==> config.mk <==
export PLATFORM = sky130hd
export DESIGN_NAME = step_counter_flat
export DESIGN_NICKNAME = d
export VERILOG_FILES = /design/src/rtl/step_counter_if.sv /design/src/rtl/step_counter.sv /design/src/flat_wrapper.sv
export SDC_FILE = /design/constraint.sdc
export NUM_CORES = 1
export LEC_CHECK = 0
export BUFFER_PORTS_ARGS = -buffer_cell sky130_fd_sc_hd__buf_2
export CORE_MARGIN = 4
export CORE_UTILIZATION = 43
export DETAILED_ROUTE_END_ITERATION = 7
export HOLD_SLACK_MARGIN = 0.15
export PLACE_DENSITY = 0.73
export SLEW_MARGIN = 20
export SYNTH_ARGS = -nofsm -noshare
export SYNTH_HDL_FRONTEND = slang
export SYNTH_SLANG_ARGS = --single-unit
export TNS_END_PERCENT = 30
==> constraint.sdc <==
create_clock -name clk -period 2.05 [get_ports clk]
set_input_delay 0.3075 -clock clk [delete_from_list [all_inputs] [get_ports clk]]
set_output_delay 0.3075 -clock clk [all_outputs]
set_load 0.01 [all_outputs]
==> src/rtl/step_counter_if.sv <==
// step_counter_if: control/data bundle between a step_counter and whatever drives it.
// The master side drives the controls and the load/step values. The slave side (the counter) drives
// count, carry, borrow and zero.
// Optional feature macro: STEP_COUNTER_MAX_EN adds the max_val upper-bound input.
interface step_counter_if #(
  parameter int WIDTH  = 4,
  parameter int STEP_W = 2
);

  logic              clr;
  logic              load;
  logic [WIDTH-1:0]  load_val;
  logic              en;
  logic              dir;
  logic [STEP_W-1:0] step;
  logic              sat;
`ifdef STEP_COUNTER_MAX_EN
  logic [WIDTH-1:0]  max_val;
`endif
  logic [WIDTH-1:0]  count;
  logic              carry;
  logic              borrow;
  logic              zero;

  modport master (
`ifdef STEP_COUNTER_MAX_EN
    output max_val,
`endif
    output clr, load, load_val, en, dir, step, sat,
    input  count, carry, borrow, zero
  );

  modport slave (
`ifdef STEP_COUNTER_MAX_EN
    input  max_val,
`endif
    input  clr, load, load_val, en, dir, step, sat,
    output count, carry, borrow, zero
  );

endinterface

==> src/rtl/step_counter.sv <==
// step_counter: registered up/down counter with a programmable step.
// It can wrap or saturate at its bounds.
// carry and borrow are one-cycle pulses that allow counters to be cascaded. zero follows count combinationally.
// Optional feature macro: STEP_COUNTER_MAX_EN replaces the fixed all-ones upper bound with the max_val input.
// When that macro is undefined, the counter behaves exactly as if max_val were tied to all ones.
module step_counter #(
  parameter int WIDTH  = 4,
  parameter int STEP_W = 2
) (
  input logic           clk,
  input logic           reset,
  step_counter_if.slave bus
);

  // One extra bit so that sums and differences never lose their overflow information.
  localparam int EW = WIDTH + 1;

  logic [WIDTH-1:0] count_q;
  logic [WIDTH-1:0] count_d;
  logic             carry_q;
  logic             carry_d;
  logic             borrow_q;
  logic             borrow_d;

  logic [WIDTH-1:0] upper;
  logic [EW-1:0]    upperExt;
  logic [EW-1:0]    stepExt;
  logic [EW-1:0]    countExt;
  logic [EW-1:0]    sumExt;
  logic [EW-1:0]    downExt;
  logic [EW-1:0]    upWrapExt;
  logic [EW-1:0]    diffExt;
  logic [EW-1:0]    downWrapExt;
  logic [WIDTH-1:0] upWrap;
  logic [WIDTH-1:0] downWrap;
  logic             overUp;
  logic             underDown;
  logic             stepNonZero;

`ifdef STEP_COUNTER_MAX_EN
  assign upper = bus.max_val;
`else
  assign upper = '1;
`endif

  // Arithmetic datapath: the operands are widened by one bit.
  // The out-of-range tests and the wrap results are then exact for any count or upper bound.
  always_comb begin
    upperExt    = {1'b0, upper};
    stepExt     = EW'(bus.step);
    countExt    = {1'b0, count_q};
    stepNonZero = (bus.step != '0);

    sumExt      = countExt + stepExt;
    overUp      = (sumExt > upperExt);
    upWrapExt   = sumExt - upperExt - EW'(1);

    underDown   = (stepExt > countExt);
    downExt     = countExt - stepExt;
    diffExt     = stepExt - countExt;
    downWrapExt = upperExt + EW'(1) - diffExt;

    // A count that was loaded above the bound can produce a wrap result that is still out of range.
    // In that case the result is pinned to the bound.
    upWrap   = (upWrapExt > upperExt)   ? upper : upWrapExt[WIDTH-1:0];
    downWrap = (downWrapExt > upperExt) ? upper : downWrapExt[WIDTH-1:0];
  end

  // Next-state selection with priority clr > load > en > hold.
  // The flags default to zero so that they only pulse for a single cycle.
  always_comb begin
    count_d  = count_q;
    carry_d  = 1'b0;
    borrow_d = 1'b0;
    if (bus.clr) begin
      count_d = '0;
    end else if (bus.load) begin
      count_d = bus.load_val;
    end else if (bus.en && stepNonZero) begin
      if (bus.dir) begin
        if (overUp) begin
          carry_d = 1'b1;
          count_d = bus.sat ? upper : upWrap;
        end else begin
          count_d = sumExt[WIDTH-1:0];
        end
      end else begin
        if (underDown) begin
          borrow_d = 1'b1;
          count_d  = bus.sat ? '0 : downWrap;
        end else begin
          count_d = downExt[WIDTH-1:0];
        end
      end
    end
  end

  // State register: reset is active-low and asynchronous, and it overrides every synchronous control.
  always_ff @(posedge clk or negedge reset) begin
    if (!reset) begin
      count_q  <= '0;
      carry_q  <= 1'b0;
      borrow_q <= 1'b0;
    end else begin
      count_q  <= count_d;
      carry_q  <= carry_d;
      borrow_q <= borrow_d;
    end
  end

  assign bus.count  = count_q;
  assign bus.carry  = carry_q;
  assign bus.borrow = borrow_q;
  assign bus.zero   = (count_q == '0);

endmodule
==> src/flat_wrapper.sv <==
// flat-port wrapper written by rule: the top's interface ports become plain ports
module step_counter_flat 
#(
  parameter int WIDTH  = 4,
  parameter int STEP_W = 2
)
  (clk, reset, bus_clr, bus_load, bus_load_val, bus_en, bus_dir, bus_step, bus_sat, bus_count, bus_carry, bus_borrow, bus_zero);
  step_counter_if #(.WIDTH(WIDTH), .STEP_W(STEP_W)) bus_i ();
  input logic clk;
  input logic reset;
  input wire logic [$bits(bus_i.clr)-1:0] bus_clr;
  input wire logic [$bits(bus_i.load)-1:0] bus_load;
  input wire logic [$bits(bus_i.load_val)-1:0] bus_load_val;
  input wire logic [$bits(bus_i.en)-1:0] bus_en;
  input wire logic [$bits(bus_i.dir)-1:0] bus_dir;
  input wire logic [$bits(bus_i.step)-1:0] bus_step;
  input wire logic [$bits(bus_i.sat)-1:0] bus_sat;
  output wire logic [$bits(bus_i.count)-1:0] bus_count;
  output wire logic [$bits(bus_i.carry)-1:0] bus_carry;
  output wire logic [$bits(bus_i.borrow)-1:0] bus_borrow;
  output wire logic [$bits(bus_i.zero)-1:0] bus_zero;
  assign bus_i.clr = bus_clr;
  assign bus_i.load = bus_load;
  assign bus_i.load_val = bus_load_val;
  assign bus_i.en = bus_en;
  assign bus_i.dir = bus_dir;
  assign bus_i.step = bus_step;
  assign bus_i.sat = bus_sat;
  assign bus_count = bus_i.count;
  assign bus_carry = bus_i.carry;
  assign bus_borrow = bus_i.borrow;
  assign bus_zero = bus_i.zero;
  step_counter #(.WIDTH(WIDTH), .STEP_W(STEP_W)) u_core (.clk(clk), .reset(reset), .bus(bus_i));
endmodule
==> impl_metrics.ini, run 1 <==
[finish]
antenna_cells = 0
fillCellCount = 126
drive_above_1_share_pct = 44.0
nets = 112
syn2layout_area_growth_pct = 34.3
stdcell_count = 106

[power_and_ir_drop]
ir_drop_v = 0.000311
leakage_nw = 0.367
power_density_nw_per_um2 = 499

[yosys]
syn_inst = 67
synth_cell_types = 34
synth_area_per_cell_um2 = 8.78
synthesis.area_um2 = 588
yosysWarnings = 0
seq_area_frac_synth_pct = 25.5
ys_seq_elements = 6
syn-num-nets = 86

[placement]
routabilityCongestion = 0.811
post-place-ws_ns = 0.0491
placed_cells = 100
dp_hpwl_mm = 1.10
port_buffers = 19

[setup_path]
cpMaxStageDelayCell = dfrtp_2
crit_chain = inv_2, ha_2, inv_2, fa_2, nor4b_4, buf_4, o22ai_2, nor3_2, nor3_1
criticalPathCategory = reg2reg
critPathMaxStageDelay_ns = 0.43
rr_worst_depth = 9
start_kind = register
reg2reg_slack_ns = 0.1
crit_family = adder cells
critPathArrivalTime_ns = 2.08
r2r-end = u_core.bus.count[1]$_DFFE_PN0P_
end_kind = register
reg2reg_from = u_core.bus.count[0]$_DFFE_PN0P_
crit_top_cell = inv_2
required_ns = 2.18
crit_buf_inv = 3
cp_max_fo = 4

[clocking]
cts_buffer_depth = 2
clk_pin_slew_worst_paths_ns = 0.05
cts_inserted_buffers = 3
cts_tree = done
clk_latency_ns = 0.25
cts-root-buf = clkbuf_4
clock_sinks = 6
htreeDepth = 1

[global_routing]
overflow = 0
grt_max_degree = 17
gr-usage-met1_pct = 21.6
met3_usage_pct = 2.39
antenna_found_initial = 0
track_usage_pct = 16.7
use_met2_pct = 26.8
grt.busiest_layer = met2
grt_pass1_wl_mm = 2.48
grt_pass1_vias = 574

[job]
max-cap-violations = 0

[floorplan]
start_util_pct = 45.2
die_x_um = 45.0
io_pins = 20
coreArea_um2 = 1300
die_area_um2 = 2020
rows = 13
fp.dieH_um = 45.0

[hold_path]
hold_path.class = in2reg
holdPathStages = 3
min_from = bus_load_val[2]
min_to = u_core.bus.count[2]$_DFFE_PN0P_

[drt]
drt_iter0_drc = 4
wl_per_cell_um = 13.4
drt_pass1_iterations = 3
vias_per_cell = 5.67
drtAntennaViolNets = 0
drc = 0
wirelength_mm = 1.43
vias = 601

[timing]
fin_crit_ns = 1.95
finalMaxSlewViolations = 0
setup_slack_ns = 0.0978
fin_tns_setup_ns = 0
worst_pin_slew_ns = 0.491
fmax_ghz = 0.512
max-slew-margin-rel_pct = 67.2
finalHoldViolCount = 0
clock_skew_ns = 0.00372
period_share_pct = 95.2
setup_viol = 0
hold_ws_ns = 0.299

[outcome]
status = finished clean
-- synthesized netlist by cell type --
cell | number | area, µm²
ha_1 | 4 | 50.1
o21a_1 | 1 | 7.51
a21o_1 | 1 | 7.51
inv_1 | 6 | 22.5
buf_2 | 1 | 5.00
and2_1 | 1 | 6.26
clkbuf_1 | 2 | 7.51
nand3_1 | 2 | 10.0
buf_6 | 1 | 11.3
fa_1 | 2 | 40.0
nor2_1 | 1 | 3.75
o211ai_1 | 1 | 7.51
nor3_1 | 4 | 20.0
nand2_1 | 3 | 11.3
a41oi_1 | 1 | 8.76
o221ai_1 | 1 | 8.76
nand2b_1 | 1 | 6.26
dfrtp_1 | 6 | 150
or3b_2 | 1 | 8.76
a211o_1 | 2 | 17.5
o2111ai_1 | 2 | 17.5
nand4_1 | 2 | 12.5
nor2b_1 | 3 | 18.8
o21ai_0 | 1 | 5.00
o31a_1 | 1 | 8.76
nor4_1 | 4 | 25.0
a221oi_1 | 1 | 8.76
o22ai_1 | 1 | 6.26
a221oi_2 | 1 | 15.0
nand3b_1 | 1 | 7.51
nor2b_4 | 1 | 13.8
o21ai_1 | 1 | 5.00
nor4b_1 | 1 | 8.76
a21oi_1 | 5 | 25.0
-- tightest hold or removal path, stage by stage --
cell and delay [ns]:
buf_2 0.09, inv_1 0.05, a221oi_2 0.05
-- how the worst max path moves through the flow --
| stage | from | to | cells after the start |
|---|---|---|---|
| 2_1_floorplan | u_core.bus.count[0]$_DFFE_PN0P_ | u_core.bus.count[0]$_DFFE_PN0P_ | 8 |
| 3_5_place_dp | u_core.bus.count[0]$_DFFE_PN0P_ | u_core.bus.count[0]$_DFFE_PN0P_ | 8 |
| 3_3_place_gp | bus_step[0] | u_core.bus.count[2]$_DFFE_PN0P_ | 7 |
| 4_1_cts | u_core.bus.count[0]$_DFFE_PN0P_ | u_core.bus.count[0]$_DFFE_PN0P_ | 8 |
| 6_report | u_core.bus.count[0]$_DFFE_PN0P_ | u_core.bus.count[1]$_DFFE_PN0P_ | 9 |
| 5_1_grt | u_core.bus.count[0]$_DFFE_PN0P_ | u_core.bus.count[0]$_DFFE_PN0P_ | 8 |
-- report_power, final --
group	leakage (nW)	internal (mW)	total [mW]	switching, mW
Combinational	0.274	0.0702	0.141	0.0705
Clock	0.0138	0.0662	0.109	0.0427
Sequential	0.0788	0.125	0.144	0.0192
Total	0.367	0.262	0.394	0.132
-- through the flow --
| step | area, µm² | total power, mW | utilization, % |
|---|---|---|---|
| 2_1_floorplan | 594 | 0.220 | - |
| 3_3_place_gp | 707 | 0.264 | 54.3 |
| 3_5_place_dp | 707 | 0.266 | 54.3 |
| 4_1_cts | 739 | 0.382 | 56.8 |
| 5_1_grt | 790 | 0.431 | 60.7 |
| 6_report | 790 | 0.394 | 60.7 |
-- repair_timing --
action,in CTS,in global routing
endpoints found under the setup margin,0,4
endpoints found under the hold margin,6,0
gates resized for setup,0,10
buffers inserted,0,2
hold buffers,1,0
-- registers in the layout, summed over array words and instances (netlist names) --
| name | count |
|---|---|
| u_core.bus.carry | 1 |
| u_core.bus.count | 4 |
| u_core.bus.borrow | 1 |
-- cell families after synthesis --
family                     after synthesis  share of synthesized area, %
AOI/OAI and AO/OA                       20                          25.3
adders and majority gates                6                          15.3
buffers and inverters                   10                          7.87
DFF                                      6                          25.5
and+or+nand+nor                         25                          26.0
-- cells in the final DEF (no fill, tap or decap), drive strengths merged, types with 3 or more instances in the layout --
master and count:
inv 6, a21oi 5, nor4 4, nand2 3, ha 4, buf 24, clkbuf 3, dfrtp 6
nor3 4, nor2b 4
-- layer usage --
metal  share of wire [%]  up-vias
met5                   0        -
met4                0.98        0
met3                 4.5        2
met2                  45       15
met1                  49      278
li1                    -      306
-- cell type report --
| type | instances | area (µm²) | share of cell area, % |
|---|---|---|---|
| Clock buffer | 3 | 22.5 | 2.85 |
| Inverter | 6 | 22.5 | 2.85 |
| Multi-Input combinational cell | 51 | 432 | 54.7 |
| Sequential cell | 6 | 151 | 19.2 |
| Tap cell | 15 | 18.8 | 2.38 |
| Timing Repair Buffer | 25 | 143 | 18.1 |
Power figures use the tool's default switching activity.
==> run 2: changes to the inputs <==
- GPL_TIMING_DRIVEN: not set -> 0
==> impl_metrics.ini, run 2 (synthesized netlist as in run 1, its figures left out) <==
[outcome]
status = finished with violations
failed_checks = setup timing

[timing]
max-slew-margin-rel_pct = 51.7
setup_viol = 1
worst_pin_slew_ns = 0.720
clock_skew_ns = 0.00150
fmax_ghz = 0.488
rsz0062_at_grt = yes
period_share_pct = 100
setup_slack_ns = -0.000965
finalMaxSlewViolations = 0
fin_crit_ns = 2.05
finalHoldViolCount = 0

[setup_path]
critPathArrivalTime_ns = 2.17
cp_max_fo = 5
end_kind = register
criticalPathCategory = reg2reg
start_kind = register
required_ns = 2.17
rr_worst_depth = 8

[floorplan]
coreArea_um2 = 1300
rows = 13
die_area_um2 = 2020
die_x_um = 45.0
io_pins = 20
fp.dieH_um = 45.0
start_util_pct = 45.2

[finish]
final_cell_mix = buf_2 (20), dfrtp_1 (6), inv_1 (5)
stdcell_count = 108
final_common_cell = buf_2
nets = 114
design_area_um2 = 792
syn2layout_area_growth_pct = 34.7
largest_reg_flops = 4
drive_above_1_share_pct = 40.9
antenna_cells = 0

[power_and_ir_drop]
ir_drop_v = 0.000323
p_int_mw = 0.262
p_switching_mw = 0.131
power_mw = 0.393
power_density_nw_per_um2 = 496
combPwrFrac_pct = 38.2
p_clk_share_pct = 26.8
leakage_nw = 0.369
seqPwrFrac_pct = 35.1
swShare_pct = 33.3

[drt]
drtAntennaViolNets = 0
wirelength_mm = 1.49
vias_per_cell = 5.57
route.top_layer_used = met4
met3_wirelength_um = 117
drt_iter0_drc = 5
vias = 602
wl_met2_um = 701
wl_met1_um = 643
drc = 0
drt_pass1_iterations = 4
wl_per_cell_um = 13.8

[clocking]
htreeDepth = 1
cts_tree = done
cts_buffer_depth = 2
cts_inserted_buffers = 3
cts-root-buf = clkbuf_4
clk_pin_slew_worst_paths_ns = 0.04
clk_latency_ns = 0.24
clock_sinks = 6

[global_routing]
overflow = 0
grt_max_degree = 11
grt_pass1_vias = 536
antenna_found_initial = 0
grt_pass1_wl_mm = 2.24
track_usage_pct = 15.1

[placement]
port_buffers = 19
routabilityCongestion = 0.762
dp_hpwl_mm = 1.13
placed_cells = 101
postPlaceCellArea_um2 = 708

[hold_path]
holdPathStages = 3
hold_path.class = in2reg

[job]
max-cap-violations = 0
==> run 2: worst max-delay path, cell delays in order, from the launching register on <==
cell and delay, ns:
dfrtp_1 0.42, inv_1 0.08, ha_2 0.18, inv_2 0.04, fa_2 0.41, nor4b_4 0.37
a21oi_2 0.11, a221oi_2 0.25, nor3_1 0.07
==> run 2: timing repair <==
item                                   4_1_cts  5_1_grt
resized for setup                            2        6
buffers inserted                             0        3
endpoints found under the hold margin        6        0
setup endpoints to repair                    1        2
hold buffers                                 1        0
pin swaps                                    0        7
==> run 2: cell type report <==
class	count	area [µm²]
buffer	4	23.8
clock buffer	3	22.5
fill	128	509
inverter	6	22.5
multi-input combinational	51	427
sequential	6	150
tap	15	18.8
timing repair buffer	23	128
==> run 2: metal layers <==
metal  vias to the layer above  global-route usage [%]
met5                         -                       0
met2                        22                    25.1
met1                       269                    18.2
met3                         3                    3.59
li1                        308                       -
met4                         0                    7.02
==> run 2: power groups by stage <==
stage / Clock [mW] / Combinational (mW) / Sequential (mW)
after global routing: 0.120 / 0.167 / 0.139
after floorplan: 0 / 0.0809 / 0.139
final: 0.105 / 0.150 / 0.138
after global placement: 0 / 0.126 / 0.137
after detailed placement: 0 / 0.128 / 0.138
after CTS: 0.112 / 0.134 / 0.137
==> run 2: per-stage QoR <==
stage,util [%],setup TNS (ns),worst slack [ns],hold slack (ns)
after floorplan,-,0,0.0790,0.0119
after global placement,54.4,-0.0618,-0.0618,0.136
after detailed placement,54.4,-0.111,-0.111,0.134
after CTS,57.8,0,0.00999,0.296
after global routing,60.9,-0.219,-0.111,0.315
final,60.9,-0.000965,-0.000965,0.306
==> run 2: worst paths after layout <==
path	slack [ns]	to	from
min in group asynchronous	0.41	u_core.bus.count[1]$_DFFE_PN0P_	reset
hold reg to reg	0.80	u_core.bus.count[0]$_DFFE_PN0P_	u_core.bus.count[0]$_DFFE_PN0P_
hold / removal	0.31	u_core.bus.count[2]$_DFFE_PN0P_	bus_load_val[2]
setup reg to reg	-0.001	u_core.bus.count[0]$_DFFE_PN0P_	u_core.bus.count[0]$_DFFE_PN0P_
max in group asynchronous	1.50	u_core.bus.count[3]$_DFFE_PN0P_	reset
setup / recovery	-0.001	u_core.bus.count[0]$_DFFE_PN0P_	u_core.bus.count[0]$_DFFE_PN0P_
